**src/rtl/cdb_arbiter_pkg.sv**
```systemverilog
// rtl/cdb_arbiter_pkg.sv - shared source encodings and defaults for the CDB arbiter
package cdb_arbiter_pkg;

    typedef enum logic {
        SRC_ALU = 1'b0,
        SRC_LB  = 1'b1
    } cdb_src_e;

    localparam int ROB_WIDTH = 4;
    localparam int ID_WIDTH  = 32;
    localparam int CDB_DEPTH = 2;

endpackage

```
**src/rtl/cdb_fifo.sv**
```systemverilog
// rtl/cdb_fifo.sv - small per-producer result FIFO with clear, registered count and head
module cdb_fifo #(
    parameter int DEPTH = 2,
    parameter int W     = 36
) (
    input  logic                     clk,
    input  logic                     clear,
    input  logic                     push,
    input  logic                     pop,
    input  logic [W-1:0]             din,
    output logic [$clog2(DEPTH):0]   count,
    output logic [W-1:0]             head
);

    localparam int PW = $clog2(DEPTH);

    logic [W-1:0]  mem [DEPTH];
    logic [PW-1:0] wr_ptr;
    logic [PW-1:0] rd_ptr;

    assign head = mem[rd_ptr];

    // DEPTH is a power of two, so the pointers wrap by natural overflow
    always_ff @(posedge clk) begin
        if (clear) begin
            wr_ptr <= '0;
            rd_ptr <= '0;
            count  <= '0;
        end else begin
            if (push) begin
                wr_ptr <= wr_ptr + 1'b1;
            end
            if (pop) begin
                rd_ptr <= rd_ptr + 1'b1;
            end
            case ({push, pop})
                2'b10:   count <= count + 1'b1;
                2'b01:   count <= count - 1'b1;
                default: count <= count;
            endcase
        end
    end

    always_ff @(posedge clk) begin
        if (!clear && push) begin
            mem[wr_ptr] <= din;
        end
    end

endmodule

```
**src/rtl/cdb_arbiter.sv**
```systemverilog
// rtl/cdb_arbiter.sv - round-robin arbiter sharing one registered CDB between ALU and load buffer
// Optional stats counters enabled by defining CDB_ARB_STATS_EN.
module cdb_arbiter
    import cdb_arbiter_pkg::*;
#(
    parameter int ROB_W  = ROB_WIDTH,
    parameter int DATA_W = ID_WIDTH,
    parameter int DEPTH  = CDB_DEPTH
) (
    input  logic              clk_in,
    input  logic              rst_in,
    input  logic              rdy_in,
    input  logic              rob_cdb_rst_in,
    input  logic [ROB_W-1:0]  alu_cdb_b_in,
    input  logic [DATA_W-1:0] alu_cdb_result_in,
    output logic              cdb_alu_rdy_out,
    input  logic [ROB_W-1:0]  lbuffer_cdb_b_in,
    input  logic [DATA_W-1:0] lbuffer_cdb_result_in,
    output logic              cdb_lbuffer_rdy_out,
    output logic [ROB_W-1:0]  cdb_b_out,
    output logic [DATA_W-1:0] cdb_result_out,
`ifdef CDB_ARB_STATS_EN
    output logic [31:0]       stat_alu_grants_out,
    output logic [31:0]       stat_lb_grants_out,
    output logic [31:0]       stat_conflict_out,
`endif
    output logic              cdb_src_out
);

    localparam int CW = $clog2(DEPTH) + 1;
    localparam int EW = ROB_W + DATA_W;
    localparam logic [CW-1:0] FULL = CW'(DEPTH);

    logic [CW-1:0] alu_count;
    logic [CW-1:0] lb_count;
    logic [EW-1:0] alu_head;
    logic [EW-1:0] lb_head;
    logic [EW-1:0] win;
    cdb_src_e      rr_ptr;

    logic active;
    logic fifo_clear;
    logic alu_ne;
    logic lb_ne;
    logic grant_any;
    logic grant_lb;
    logic alu_push;
    logic lb_push;
    logic alu_pop;
    logic lb_pop;

    assign cdb_alu_rdy_out     = alu_count < FULL;
    assign cdb_lbuffer_rdy_out = lb_count < FULL;

    assign active     = rdy_in & ~rob_cdb_rst_in;
    assign fifo_clear = rst_in | (rdy_in & rob_cdb_rst_in);

    assign alu_push = active & (alu_cdb_b_in != '0) & cdb_alu_rdy_out;
    assign lb_push  = active & (lbuffer_cdb_b_in != '0) & cdb_lbuffer_rdy_out;

    // rr_ptr names the source preferred when both FIFOs hold entries
    assign alu_ne    = alu_count != '0;
    assign lb_ne     = lb_count != '0;
    assign grant_any = alu_ne | lb_ne;
    assign grant_lb  = lb_ne & (~alu_ne | (rr_ptr == SRC_LB));
    assign alu_pop   = active & alu_ne & ~grant_lb;
    assign lb_pop    = active & grant_lb;
    assign win       = grant_lb ? lb_head : alu_head;

    cdb_fifo #(.DEPTH(DEPTH), .W(EW)) u_alu_fifo (
        .clk   (clk_in),
        .clear (fifo_clear),
        .push  (alu_push),
        .pop   (alu_pop),
        .din   ({alu_cdb_b_in, alu_cdb_result_in}),
        .count (alu_count),
        .head  (alu_head)
    );

    cdb_fifo #(.DEPTH(DEPTH), .W(EW)) u_lb_fifo (
        .clk   (clk_in),
        .clear (fifo_clear),
        .push  (lb_push),
        .pop   (lb_pop),
        .din   ({lbuffer_cdb_b_in, lbuffer_cdb_result_in}),
        .count (lb_count),
        .head  (lb_head)
    );

    always_ff @(posedge clk_in) begin
        if (rst_in) begin
            cdb_b_out      <= '0;
            cdb_result_out <= '0;
            cdb_src_out    <= SRC_ALU;
            rr_ptr         <= SRC_ALU;
        end else if (!rdy_in) begin
            cdb_b_out <= '0;
        end else if (rob_cdb_rst_in) begin
            cdb_b_out <= '0;
            rr_ptr    <= SRC_ALU;
        end else if (grant_any) begin
            cdb_b_out      <= win[EW-1:DATA_W];
            cdb_result_out <= win[DATA_W-1:0];
            cdb_src_out    <= grant_lb;
            rr_ptr         <= grant_lb ? SRC_ALU : SRC_LB;
        end else begin
            cdb_b_out <= '0;
        end
    end

`ifdef CDB_ARB_STATS_EN
    always_ff @(posedge clk_in) begin
        if (rst_in) begin
            stat_alu_grants_out <= '0;
            stat_lb_grants_out  <= '0;
            stat_conflict_out   <= '0;
        end else if (active) begin
            if (alu_pop && stat_alu_grants_out != 32'hFFFF_FFFF) begin
                stat_alu_grants_out <= stat_alu_grants_out + 32'd1;
            end
            if (lb_pop && stat_lb_grants_out != 32'hFFFF_FFFF) begin
                stat_lb_grants_out <= stat_lb_grants_out + 32'd1;
            end
            if (alu_ne && lb_ne && stat_conflict_out != 32'hFFFF_FFFF) begin
                stat_conflict_out <= stat_conflict_out + 32'd1;
            end
        end
    end
`endif

endmodule

```
**config.mk**
```make
export PLATFORM = sky130hd
export DESIGN_NAME = cdb_arbiter
export DESIGN_NICKNAME = d
export VERILOG_FILES = /design/src/rtl/cdb_arbiter_pkg.sv /design/src/rtl/cdb_fifo.sv /design/src/rtl/cdb_arbiter.sv
export SDC_FILE = /design/constraint.sdc
export NUM_CORES = 1
export LEC_CHECK = 0
export BUFFER_PORTS_ARGS = -buffer_cell sky130_fd_sc_hd__buf_2
export CORE_MARGIN = 4
export CORE_UTILIZATION = 30
export CTS_BUF_LIST = sky130_fd_sc_hd__clkbuf_16
export DETAILED_ROUTE_END_ITERATION = 8
export GPL_TIMING_DRIVEN = 0
export SYNTH_ARGS = -nofsm -noshare
export SYNTH_HDL_FRONTEND = slang
export SYNTH_HIERARCHICAL = 1
export SYNTH_SLANG_ARGS = --single-unit
```
**constraint.sdc**
```tcl
create_clock -name clk_in -period 11.2 [get_ports clk_in]
set_input_delay 0.56 -clock clk_in [delete_from_list [all_inputs] [get_ports clk_in]]
set_output_delay 0.56 -clock clk_in [all_outputs]
set_load 0.1 [all_outputs]
```
==> impl_metrics.json <==
{
  "nets": 720,
  "track_usage": 0.133,
  "dieArea_um2": 28100,
  "fin_worst_skew_ps": 9.73,
  "drive_gt1_frac": 0.424,
  "ys_seq_area_frac": 0.691,
  "fmax_mhz": 346,
  "synth_edf_count": 144,
  "drt_iter0_drc": 267,
  "finalHoldViolations": 0,
  "die_w_um": 168,
  "post-route-period-util": 0.258,
  "grt_pass1_wl_um": 28400,
  "synth_adder_area_share": 0.00327,
  "totalWireLength_um": 18400,
  "outcome": "completed",
  "cp-start-kind": "primary input",
  "yosysWarnings": 6,
  "synthXorXnorAreaFrac": 0.00916,
  "final_area_um2": 9370,
  "synth_largest_area_cell": "edfxtp_1",
  "synthTopCellsByArea": "edfxtp_1, dfxtp_1, mux2_2, a311oi_2, a21oi_1",
  "synth_ff_type": "edfxtp_1",
  "busiest_layer": "met2",
  "path_max_fanout": 14,
  "cts_tree": "yes",
  "finalSetupViolCount": 0,
  "fin_cells": 987,
  "wire_per_inst_um": 18.7,
  "cts-resized-gates": 0,
  "rrSetupSlack_ps": 8730,
  "drt_first_pass_iters": 4,
  "clock-root-buffer": "clkbuf_16",
  "cts_buffer_depth": 2,
  "drcViolationCount": 0,
  "rsz0062_at_grt": "false",
  "final_util": 0.373,
  "dpl.cell_count": 953,
  "pin_count": 115,
  "clkSlewWorstSetupHoldPaths_ps": 70,
  "hold_path.class": "in -> reg",
  "clk_latency_ps": 420,
  "syn_inst": 497,
  "synth_nets": 575,
  "setup_tns_ps": 0,
  "grt_use_met2": 0.214,
  "required_ps": 11330,
  "place_hpwl_um": 13900,
  "port_buffers": 113,
  "powerDensity_nw_per_um2": 168,
  "p_leak_nw": 3.18,
  "synthMuxAreaShare": 0.106,
  "grt_overflow": 0,
  "grt_max_degree": 17,
  "synth-simple-area-share": 0.0438,
  "grtUsageMet3": 0.0390,
  "coreArea_um2": 25100,
  "avgSynthCellArea_um2": 15.4,
  "start_util": 0.305,
  "synth_top_family_by_area": "compound AO/OA/AOI/OAI gates",
  "ys_seq_elements": 192,
  "drv_cap": 0,
  "ys_types": 33,
  "cts-htree-levels": 4,
  "rows": 58,
  "synth.cell_area_um2": 7650,
  "fp.dieH_um": 168,
  "min_period_ps": 2890,
  "vias": 4586,
  "synth_common_cells": "edfxtp_1, mux2_2, dfxtp_1",
  "yosysTopAreaCellShare": 0.565,
  "async_flop_share": 0,
  "grt_util_met1": 0.173,
  "area_delta_synth_final_pct": 22.5,
  "tightest_slew_ps": 957,
  "numCtsBuffers": 17,
  "irDropWorstVdd_mv": 0.0855,
  "arrival_ps": 3010,
  "grt_pass1_vias": 4674,
  "maxSlewViolCount": 0,
  "cts_setup_buffers": 0,
  "cp-end-kind": "register",
  "synth_compound_area_frac": 0.118,
  "antenna_found_initial": 5,
  "gp_congestion": 0.781,
  "cts_sinks": 192,
  "slew_headroom": 0.359,
  "dpl-instance-area_um2": 8790,
  "hold_buffers": 0,
  "vias_per_cell": 4.65,
  "path_class": "in -> reg",
  "ant_nets": 0,
  "post-synth-top-count-cell": "edfxtp_1"
}
cell type report:
cell class	instances	area (um^2)
clock buffer	17	425
tap	330	413
buffer	39	203
sequential	192	5290
clock inverter	15	144
fill	2433	15700
multi-input combinational	262	2160
inverter	4	15.0
timing repair buffer	126	712
antenna	2	5.00
where the power goes:
group | total, mW | internal (mW) | switching (mW)
Clock | 0.583 | 0.328 | 0.255
Sequential | 0.793 | 0.784 | 0.00974
Combinational | 0.196 | 0.0531 | 0.143
cell families after synthesis:
logic type | Yosys count
flip-flops | 192
XOR/XNOR | 8
multiplexers | 72
buffers and inverters | 43
AND/OR/NAND/NOR | 65
adder cells (fa/ha/maj) | 2
AO/OA/AOI/OAI | 115
layout by cell type (no fill, tap or decap), types with 2 or more instances in the layout:
cell,netlist,final
o21ai_0,34,34
o21ai_1,4,4
a21oi_1,40,40
xnor2_1,6,6
inv_6,0,3
dfxtp_1,48,48
or3_1,2,2
nor3_2,0,2
edfxtp_1,144,144
buf_2,3,116
nor3_1,7,5
diode_2,0,2
nor3b_2,0,2
nand3_1,36,36
inv_1,4,6
a311oi_2,30,30
clkinv_4,0,2
clkbuf_1,26,26
mux2_2,72,72
nor2_1,9,9
xor2_1,2,2
nor4_1,2,2
buf_4,6,6
buf_6,4,17
a311oi_1,2,2
or2_2,2,2
clkinv_2,0,5
ha_1,2,2
bufinv_16,0,2
clkbuf_16,0,17
layer usage:
| metal | vias up | share of wire |
|---|---|---|
| met4 | 8 | 0.018 |
| met3 | 22 | 0.041 |
| li1 | 2225 | - |
| met2 | 80 | 0.48 |
| met5 | - | 0.0025 |
| met1 | 2251 | 0.45 |
worst paths after layout:
kind                          from                     to  cells after the start
min reg2reg            cdb_src_out            cdb_src_out                      2
min          alu_cdb_result_in[21]  u_alu_fifo/mem[1][21]                      1
max reg2reg     u_lb_fifo/count[1]    u_lb_fifo/mem[1][5]                      6
max                         rst_in    u_lb_fifo/mem[1][5]                      7
stage by stage:
stage,hold slack (ps),setup slack (ps),total power [mW]
6_report,322,8310,1.57
5_1_grt,303,8190,1.63
4_1_cts,306,8240,1.59
3_5_place_dp,500,7800,1.01
3_3_place_gp,496,4170,1.00
2_1_floorplan,481,6660,0.947
worst max-delay path: stages:
cell and delay, ps:
clkbuf_1 260, clkbuf_1 370, a21o_1 430, nor3b_2 730, buf_6 260, buf_6 180
buf_6 180
sequential cells by signal, indices dropped and copies added (netlist names), named ones only:
register           flops
u_alu_fifo/count       2
rr_ptr                 1
u_alu_fifo/rd_ptr      1
cdb_result_out        32
u_lb_fifo/mem         72
cdb_b_out              4
u_alu_fifo/wr_ptr      1
u_lb_fifo/count        2
u_lb_fifo/wr_ptr       1
u_alu_fifo/mem        72
u_lb_fifo/rd_ptr       1
cdb_src_out            1
(Power assumes the default switching activity.)
